**config.mk**
```make
export PLATFORM = sky130hd
export DESIGN_NAME = cache_req_arbiter
export DESIGN_NICKNAME = d
export VERILOG_FILES = /design/src/rtl/cache_req_arbiter.sv
export SDC_FILE = /design/constraint.sdc
export NUM_CORES = 1
export LEC_CHECK = 0
export CORE_MARGIN = 3
export CORE_UTILIZATION = 45
export CTS_CLUSTER_DIAMETER = 40
export DETAILED_ROUTE_END_ITERATION = 10
export GPL_TIMING_DRIVEN = 0
export PLACE_DENSITY = 0.78
export SETUP_SLACK_MARGIN = 0.1
export SLEW_MARGIN = 20
export SYNTH_ARGS = -nofsm -noshare
export SYNTH_HDL_FRONTEND = slang
export SYNTH_SLANG_ARGS = --single-unit
```
**constraint.sdc**
```tcl
create_clock -name clk -period 5.6 [get_ports clk]
set_input_delay 1.68 -clock clk [delete_from_list [all_inputs] [get_ports clk]]
set_output_delay 1.68 -clock clk [all_outputs]
set_load 0.02 [all_outputs]
```
**src/rtl/cache_req_arbiter.sv**
```systemverilog
// Two-port read arbiter in front of a cache lookup port: round-robin grant,
// lookup, optional main-memory fill, LRU update and a one-cycle response.
module cache_req_arbiter #(
   parameter int ADDR_W  = 16,
   parameter int DATA_W  = 32,
   parameter int TIMEOUT = 255,
   parameter int CNT_W   = 8
) (
   input  logic              clk,
   input  logic              rst,
   input  logic              req0_rd,
   input  logic [ADDR_W-1:0] req0_addr,
   output logic              req0_rdy,
   output logic [DATA_W-1:0] req0_data,
   input  logic              req1_rd,
   input  logic [ADDR_W-1:0] req1_addr,
   output logic              req1_rdy,
   output logic [DATA_W-1:0] req1_data,
   output logic              cache_lookup,
   output logic [ADDR_W-1:0] cache_addr,
   input  logic              hit,
   input  logic              miss,
   input  logic [DATA_W-1:0] cache_data,
   output logic              mm_rd,
   input  logic              mm_we,
   input  logic [DATA_W-1:0] mm_data,
   output logic              lru_upd,
   output logic              grant,
   output logic              busy,
   output logic              err
);

   typedef enum logic [4:0] {
      S_IDLE   = 5'b00001,
      S_LOOKUP = 5'b00010,
      S_FILL   = 5'b00100,
      S_UPLRU  = 5'b01000,
      S_RESP   = 5'b10000
   } state_t;

   state_t            state_q;
   logic              grant_q;
   logic              rr_q;
   logic [CNT_W-1:0]  wdog_q;
   logic [ADDR_W-1:0] addr_q;
   logic [DATA_W-1:0] fill_q;
   logic [DATA_W-1:0] data0_q;
   logic [DATA_W-1:0] data1_q;
   logic              rdy0_q;
   logic              rdy1_q;
   logic              lookup_q;
   logic              mm_rd_q;
   logic              lru_q;
   logic              busy_q;
   logic              err_q;

   logic              pick_d;
   logic              wdog_exp_d;

   // rr_q holds the last-served port; on contention the other port wins.
   always_comb begin
      pick_d = 1'b0;
      if (req0_rd && req1_rd) begin
         pick_d = ~rr_q;
      end else if (req1_rd) begin
         pick_d = 1'b1;
      end
      wdog_exp_d = (wdog_q == CNT_W'(TIMEOUT - 1));
   end

   always_ff @(posedge clk or posedge rst) begin
      if (rst) begin
         state_q  <= S_IDLE;
         grant_q  <= 1'b0;
         rr_q     <= 1'b0;
         wdog_q   <= '0;
         addr_q   <= '0;
         fill_q   <= '0;
         data0_q  <= '0;
         data1_q  <= '0;
         rdy0_q   <= 1'b0;
         rdy1_q   <= 1'b0;
         lookup_q <= 1'b0;
         mm_rd_q  <= 1'b0;
         lru_q    <= 1'b0;
         busy_q   <= 1'b0;
         err_q    <= 1'b0;
      end else begin
         rdy0_q <= 1'b0;
         rdy1_q <= 1'b0;
         lru_q  <= 1'b0;
         err_q  <= 1'b0;
         unique case (state_q)
            S_IDLE: begin
               if (req0_rd || req1_rd) begin
                  grant_q  <= pick_d;
                  addr_q   <= pick_d ? req1_addr : req0_addr;
                  wdog_q   <= '0;
                  lookup_q <= 1'b1;
                  busy_q   <= 1'b1;
                  state_q  <= S_LOOKUP;
               end
            end
            S_LOOKUP: begin
               if (hit) begin
                  lookup_q <= 1'b0;
                  rr_q     <= grant_q;
                  if (grant_q) begin
                     rdy1_q  <= 1'b1;
                     data1_q <= cache_data;
                  end else begin
                     rdy0_q  <= 1'b1;
                     data0_q <= cache_data;
                  end
                  state_q <= S_RESP;
               end else if (miss) begin
                  lookup_q <= 1'b0;
                  mm_rd_q  <= 1'b1;
                  wdog_q   <= '0;
                  state_q  <= S_FILL;
               end else if (wdog_exp_d) begin
                  lookup_q <= 1'b0;
                  busy_q   <= 1'b0;
                  err_q    <= 1'b1;
                  state_q  <= S_IDLE;
               end else begin
                  wdog_q <= wdog_q + CNT_W'(1);
               end
            end
            S_FILL: begin
               if (mm_we) begin
                  fill_q  <= mm_data;
                  mm_rd_q <= 1'b0;
                  lru_q   <= 1'b1;
                  state_q <= S_UPLRU;
               end else if (wdog_exp_d) begin
                  mm_rd_q <= 1'b0;
                  busy_q  <= 1'b0;
                  err_q   <= 1'b1;
                  state_q <= S_IDLE;
               end else begin
                  wdog_q <= wdog_q + CNT_W'(1);
               end
            end
            S_UPLRU: begin
               rr_q <= grant_q;
               if (grant_q) begin
                  rdy1_q  <= 1'b1;
                  data1_q <= fill_q;
               end else begin
                  rdy0_q  <= 1'b1;
                  data0_q <= fill_q;
               end
               state_q <= S_RESP;
            end
            S_RESP: begin
               busy_q  <= 1'b0;
               state_q <= S_IDLE;
            end
            default: begin
               lookup_q <= 1'b0;
               mm_rd_q  <= 1'b0;
               busy_q   <= 1'b0;
               state_q  <= S_IDLE;
            end
         endcase
      end
   end

   assign req0_rdy     = rdy0_q;
   assign req0_data    = data0_q;
   assign req1_rdy     = rdy1_q;
   assign req1_data    = data1_q;
   assign cache_lookup = lookup_q;
   assign cache_addr   = addr_q;
   assign mm_rd        = mm_rd_q;
   assign lru_upd      = lru_q;
   assign grant        = grant_q;
   assign busy         = busy_q;
   assign err          = err_q;

endmodule
```
==> out/metrics.cfg <==
[outcome]
outcome=finished, final reports clean

[power]
p_leak_nw=4.15
power.total_mw=4.67
combPwrFrac_pct=40.8
power-per-cell-area_mw_per_mm2=540
p_clk_share_pct=23.7
power.internal_mw=2.99
vdd_drop_max_uv=338
seqPwrFrac_pct=35.4
p_switching_mw=1.68
switching_share_pct=36.0

[clocking]
ctsRootBufferMaster=clkbuf_16
clockBufferDepth=2
ctsHtreeMaxLevel=4
clk_latency_ns=0.42
clkTransAtPathRegs_ns=0.06
cts_buffers=17
cts_hold_buf=0
postCtsSetupBuffers=0
ctsResizeCount=0
cts_tree=yes
clock-sinks=134

[timing]
min_period_ns=3.30
max_freq_ghz=0.303
grt_setup_unrepaired=no
worst_pin_slew_ns=0.548
relSlewSlack_pct=63.4
final_hold_viol_count=0
setup_viol=0
fin_crit_sh_pct=58.9
skew_ns=0.00764
finalMaxSlewViolations=0

[die]
coreArea_mm2=0.0127
die_y_um=121
ios=191
start_util_pct=46.4
die-area_mm2=0.0145
num_rows=41
die_x_um=121

[routing]
ant_nets=0
drt_wl_total_mm=17.2
drc=0
avgRoutedWirePerCell_um=17.4
drt_first_pass_iters=5
vias=5156
drt_iter0_drc=241
viasPerCell=5.22

[cells_and_area]
drive_gt1_share_pct=10.1
seqCellArea_mm2=0.00335
multi_input_area_mm2=0.00228
nNetsFinal=907
fillers=990
utilization_pct=68.0
final_common_cell=clkdlybuf4s50_1
area_growth_pct=46.6
n_antenna_cell=0
final_cell_mix=clkdlybuf4s50_1, nand2_1, dfrtp_1, nor2_1, a21oi_1

[critical_path]
crit_slowest_cell=clkdlybuf4s50_1
worstPathArrival_ns=3.58
cp_cell_sequence=clkdlybuf4s50_1 -> nand3b_4 -> a2111oi_4 -> and2_1 -> buf_4 -> buf_2 -> a21oi_1
reg2reg_from=state_q[1]
reg2reg_to=fill_q[21]
crit_required_ns=5.88
path_class=in2reg
critPathMaxFanout=10
crit_path_end_kind=register
critPathBufInv=3
r2r_setup_slack_ns=3.55
reg2reg_depth=9
start_kind=input pin
cp_slowest_stage_delay_ns=0.59
path_delay_family=buffers and inverters

[logic_synthesis]
synth_cell_types=54
synth_compound_area_share_pct=12.7
seq_area_frac_synth_pct=56.8
synthMuxAreaShare_pct=8.14
synth_ff_type=dfrtp_1
synth_xor_area_share_pct=0.297
async_flop_share_pct=100
syn_nets=697
synth_edf_count=0
yosys_warnings=0
synth_top_family_by_area=simple AND/OR/NAND/NOR gates
synth-simple-area-share_pct=17.1
synth_seq_cells=134
synthAdderAreaFrac_pct=0.424
syn_avg_cell_area_um2=9.97
synth_area_mm2=0.00590
syn_inst=592

[global_routing]
gr-usage-all-layers_pct=24.7
grt_overflow=0
grt_pass1_vias=5611
grt_max_degree=110
grt_pass1_wl_mm=28.0
antenna_found_initial=0

[placed_design]
port_buffers=190
place_hpwl_mm=12.4
place.gp.congestion=0.868

[hold_path]
holdPathStages=2
hold_path_class=reg2reg
hold_start=fill_q[7]
hold_end=fill_q[7]

[run]
max-cap-violations=0

## cell families (layout without fill, tap and decap cells)
family                   Yosys count  in the layout
AO/OA/AOI/OAI                    124            124
XOR/XNOR                           2              2
multiplexers                      48             48
buffers and inverters             49            272
flip-flops                       134            134
AND/OR/NAND/NOR                  233            233
adder cells (fa/ha/maj)            2              2
## metrics by stage
step / hold slack, ns / cells / setup slack [ns] / setup TNS, ns / area (µm²)
finish: 0.476 / 987 / 2.30 / 0 / 8650
global route: 0.495 / 987 / 2.21 / 0 / 8650
CTS: 0.478 / 987 / 2.30 / 0 / 8650
detailed placement: 0.462 / 955 / 1.87 / 0 / 8060
global placement: 0.458 / 954 / -1.42 / -188.07 / 8020
floorplan: 0.445 / 592 / 0.339 / 0 / 5900
## how the worst max path moves through the flow
| stage | from | end | slack (ns) | depth (start not counted) |
|---|---|---|---|---|
| CTS | hit | req0_data[18] | 2.30 | 7 |
| global route | hit | req0_data[18] | 2.21 | 7 |
| finish | hit | req0_data[31] | 2.30 | 7 |
| floorplan | rst | busy | 0.34 | 1 |
| global placement | rst | req0_data[18] | -1.42 | 2 |
| detailed placement | hit | req0_data[18] | 1.87 | 7 |
## flip-flops by register name (all words and copies together) (netlist names)
name and cells:
busy 1, cache_addr 16, cache_lookup 1, err 1, fill_q 32, grant 1
lru_upd 1, mm_rd 1, req0_data 32, req0_rdy 1, req1_data 32, req1_rdy 1
rr_q 1, state_q 5, wdog_q 8
## synthesized netlist by cell type (2+ instances only)
master      n  area, µm²
nor2_1     58        218
o21ai_0    11       55.1
mux2i_1    48        480
buf_2      20        100
buf_6       3       33.8
nand2_1   138        518
nand2b_1    4       25.0
clkbuf_1    4       15.0
o31ai_1     2       15.0
or3_1       2       12.5
dfrtp_1   133       3330
o22a_1      5       43.8
buf_4      10       75.1
nor2b_1     6       37.5
a31oi_1     3       18.8
ha_1        2       25.0
nor2_2      2       12.5
a21oi_1    53        265
xor2_1      2       17.5
nor3_1      5       25.0
inv_1      11       41.3
nand3_1     4       20.0
o21ai_1    34        170
nand4_1     2       12.5
## area by class of cell
cell class / count / area share, %
Multi-Input combinational cell: 409 / 26.4
Buffer: 37 / 2.59
Timing Repair Buffer: 191 / 22.3
Tap cell: 172 / 2.49
Inverter: 12 / 0.607
Clock buffer: 24 / 5.80
Sequential cell: 134 / 38.8
Clock inverter: 8 / 1.10
## power by group through the flow
stage	clock network, mW	logic [mW]	registers (mW)
global placement	0	1.85	1.64
floorplan	0	0.682	1.97
detailed placement	0	1.91	1.66
CTS	1.12	1.92	1.65
global route	1.17	2.07	1.70
finish	1.11	1.91	1.65
## layer usage
metal,share of wire (%),up-vias,global-route usage (%)
met5,0,-,0
met4,2.6,0,8.78
met3,9.7,34,10.5
met2,50,191,41.9
met1,37,2521,27.9
li1,-,2410,-
## tightest hold or removal path: stages, from the launching register on
cell and delay (ns):
dfrtp_1 0.34, nand2_1 0.05, nand2_1 0.05
(Power assumes the default switching activity.)
==> patch: new RTL, same settings <==
Make the reset (`rst`) synchronous in one clocked block.
--- a/src/rtl/cache_req_arbiter.sv
+++ b/src/rtl/cache_req_arbiter.sv
@@ -68,7 +68,7 @@
       wdog_exp_d = (wdog_q == CNT_W'(TIMEOUT - 1));
    end
 
-   always_ff @(posedge clk or posedge rst) begin
+   always_ff @(posedge clk) begin
       if (rst) begin
          state_q  <= S_IDLE;
          grant_q  <= 1'b0;
Formal check against the unedited RTL: differs if rst is asserted again (counterexample within 4 cycles, from zero or initial values and one cycle with rst high); with rst held inactive, the same outputs for 4 cycles.
==> patch against the original RTL <==
  * Setup slack worse by 450 ps
  * Final cell count is 1.8% lower
  * Sequential share of layout area is 5.6 points lower
  * Synthesized area is 8.0% lower
  * Count of clock-buffer cells in the layout is 5 lower
  * Routed wire length is 5.2% higher
  * Die area is 7.6% lower
  * Via count is 6.0% higher
  * Non-clock buffer count is 10 higher
  * First-iteration DRC count is 37% higher
  * Synthesized cell count is 2.2% higher
  * Design area is 6.6% lower
  * Sequential cell count stayed put
  * Highest routed layer unchanged
Power is not compared: it rests on default switching activity, and its combinational part moved more than twofold at a synthesized area within 25%.
==> patch: results (changes against the original RTL) <==
[setup_path]
cp_top_family = buffers and inverters  ; unchanged
slowest_stage = clkdlybuf4s50_1  ; unchanged
critical_path_peak_fanout = 10  ; unchanged
r2r.worst_path.cells = 7  ; was 9
cp.arrival_ps = 4060  ; was 3580 ps
slowest_delay_ps = 530  ; was 590 ps

[placement]
portBuffers = 190  ; unchanged
place_congestion = 0.893  ; was 0.868
place_area_sq_um = 7510  ; was 8060 sq um
dp_hpwl_microns = 13100  ; was 12,400 microns

[detailed_routing]
drtPass1Iterations = 5  ; unchanged
drt_iter0_drc = 329  ; was 241
dr.max_layer_used = met4  ; unchanged
wl_met1_microns = 7210  ; was 6420 microns
drt-total-wl_microns = 18000  ; was 17,200 microns
wl_met2_microns = 8610  ; was 8630 microns
drt-vias-per-instance = 5.64  ; was 5.22
wl_met3_microns = 1910  ; was 1670 microns

[power_and_ir_drop]
ir_drop_uv = 193
p_clk_mw = 1.08
combinationalPowerShare_pct = 25.3
p_int_mw = 2.02
leakage_nw = 2.94

[sta]
clock_skew_ps = 7.68  ; was 7.64 ps
max-slew-margin-rel_pct = 45.6  ; was 63.4%

[cells_and_area]
num_antenna_cells = 0  ; unchanged
fill_cells = 920  ; was 990
final_nets = 919  ; was 907
layout-drive-gt1-share_pct = 4.60  ; was 10.1%

[grt]
grt_max_degree = 17  ; was 110
grt_pass1_vias = 5461  ; was 5,611
grt_antenna_before_repair = 0  ; unchanged
grt_pass1_wl_microns = 27800  ; was 28,000 microns
grt_usage_pct = 26.6  ; was 24.7%

[clock_tree]
h-tree-depth = 4  ; unchanged
root_buffer = clkbuf_16  ; unchanged
cts_buffer_depth = 2  ; unchanged
cts_hold_buffers = 0  ; unchanged
cts_buffers = 17  ; unchanged
post_cts_buffers = 0  ; unchanged
ctsResizeCount = 0  ; unchanged
clkTransAtPathRegs_ps = 60  ; about the same

[synthesis]
async_flop_share_pct = 0  ; was 100%
syn_nets = 710  ; was 697
synth.distinct_cells = 50  ; was 54
yosys_warnings = 0  ; unchanged
ys_seq_area_share_pct = 49.4  ; was 56.8%
synth_commonest_cells = 134 x dfxtp_1, 94 x nor2_1, 88 x a211oi_1  ; was 138 x nand2_1, 133 x dfrtp_1, 58 x nor2_1
synth_area_leaders = dfxtp_1 49%, a211oi_1 12%, mux2i_1 8.8%, nor2_1 6.5%, nand2_1 4.7%  ; was dfrtp_1 56%, nand2_1 8.8%, mux2i_1 8.1%, a21oi_1 4.5%, nor2_1 3.7%

[hold_path]
hold_depth = 2  ; unchanged
hold_class = reg -> reg  ; unchanged

[outcome]
outcome = finished clean  ; unchanged

patch: cell type report:
type                    count  area [sq um]  area share (%)
well taps                 143           179            2.21
inverters                   7          26.3           0.325
clock inverters            12           131            1.63
multi-input cells         416          2540            31.4
repair buffers            190          1900            23.5
plain buffers              48           186            2.31
flip-flops and latches    134          2680            33.2
clock buffers              19           433            5.36
patch: metrics by stage:
step | utilization [%] | setup WS [ps] | total power, mW | instances
after global routing | 69.6 | 1710 | 3.01 | 969
after floorplan | - | 2490 | 1.51 | 605
after global placement | 64.7 | 1530 | 1.81 | 938
final | 69.6 | 1860 | 2.91 | 969
after CTS | 69.6 | 1900 | 2.90 | 969
after detailed placement | 64.7 | 1490 | 1.83 | 938
patch: final timing paths:
kind                    from      endpoint  slack [ps]
setup / recovery         hit  req1_data[1]        1860
hold / removal    fill_q[18]    fill_q[18]         450
setup reg to reg  state_q[2]  req1_data[1]        2850
hold reg to reg   fill_q[18]    fill_q[18]         450
patch: cell families (layout without fill, tap and decap cells):
group / Yosys count / in the layout / share of synthesized area (%)
multiplexers: 48 / 48 / 8.84
adder cells (fa/ha/maj): 2 / 2 / 0.460
XOR/XNOR: 3 / 3 / 0.484
flip-flops: 134 / 134 / 49.4
AO/OA/AOI/OAI: 164 / 164 / 21.3
buffers and inverters: 55 / 276 / 3.91
AND/OR/NAND/NOR: 199 / 199 / 15.6
patch: layer usage:
layer | GRT usage (%) | up-vias
li1 | - | 2592
met4 | 8.58 | 0
met2 | 44.8 | 295
met3 | 8.77 | 32
met5 | 0 | -
met1 | 32.4 | 2548
patch: worst min-delay path, cell delays in order, from the launching register on:
cell and delay, ps:
dfxtp_1 300, nand2_1 50, a21oi_1 50
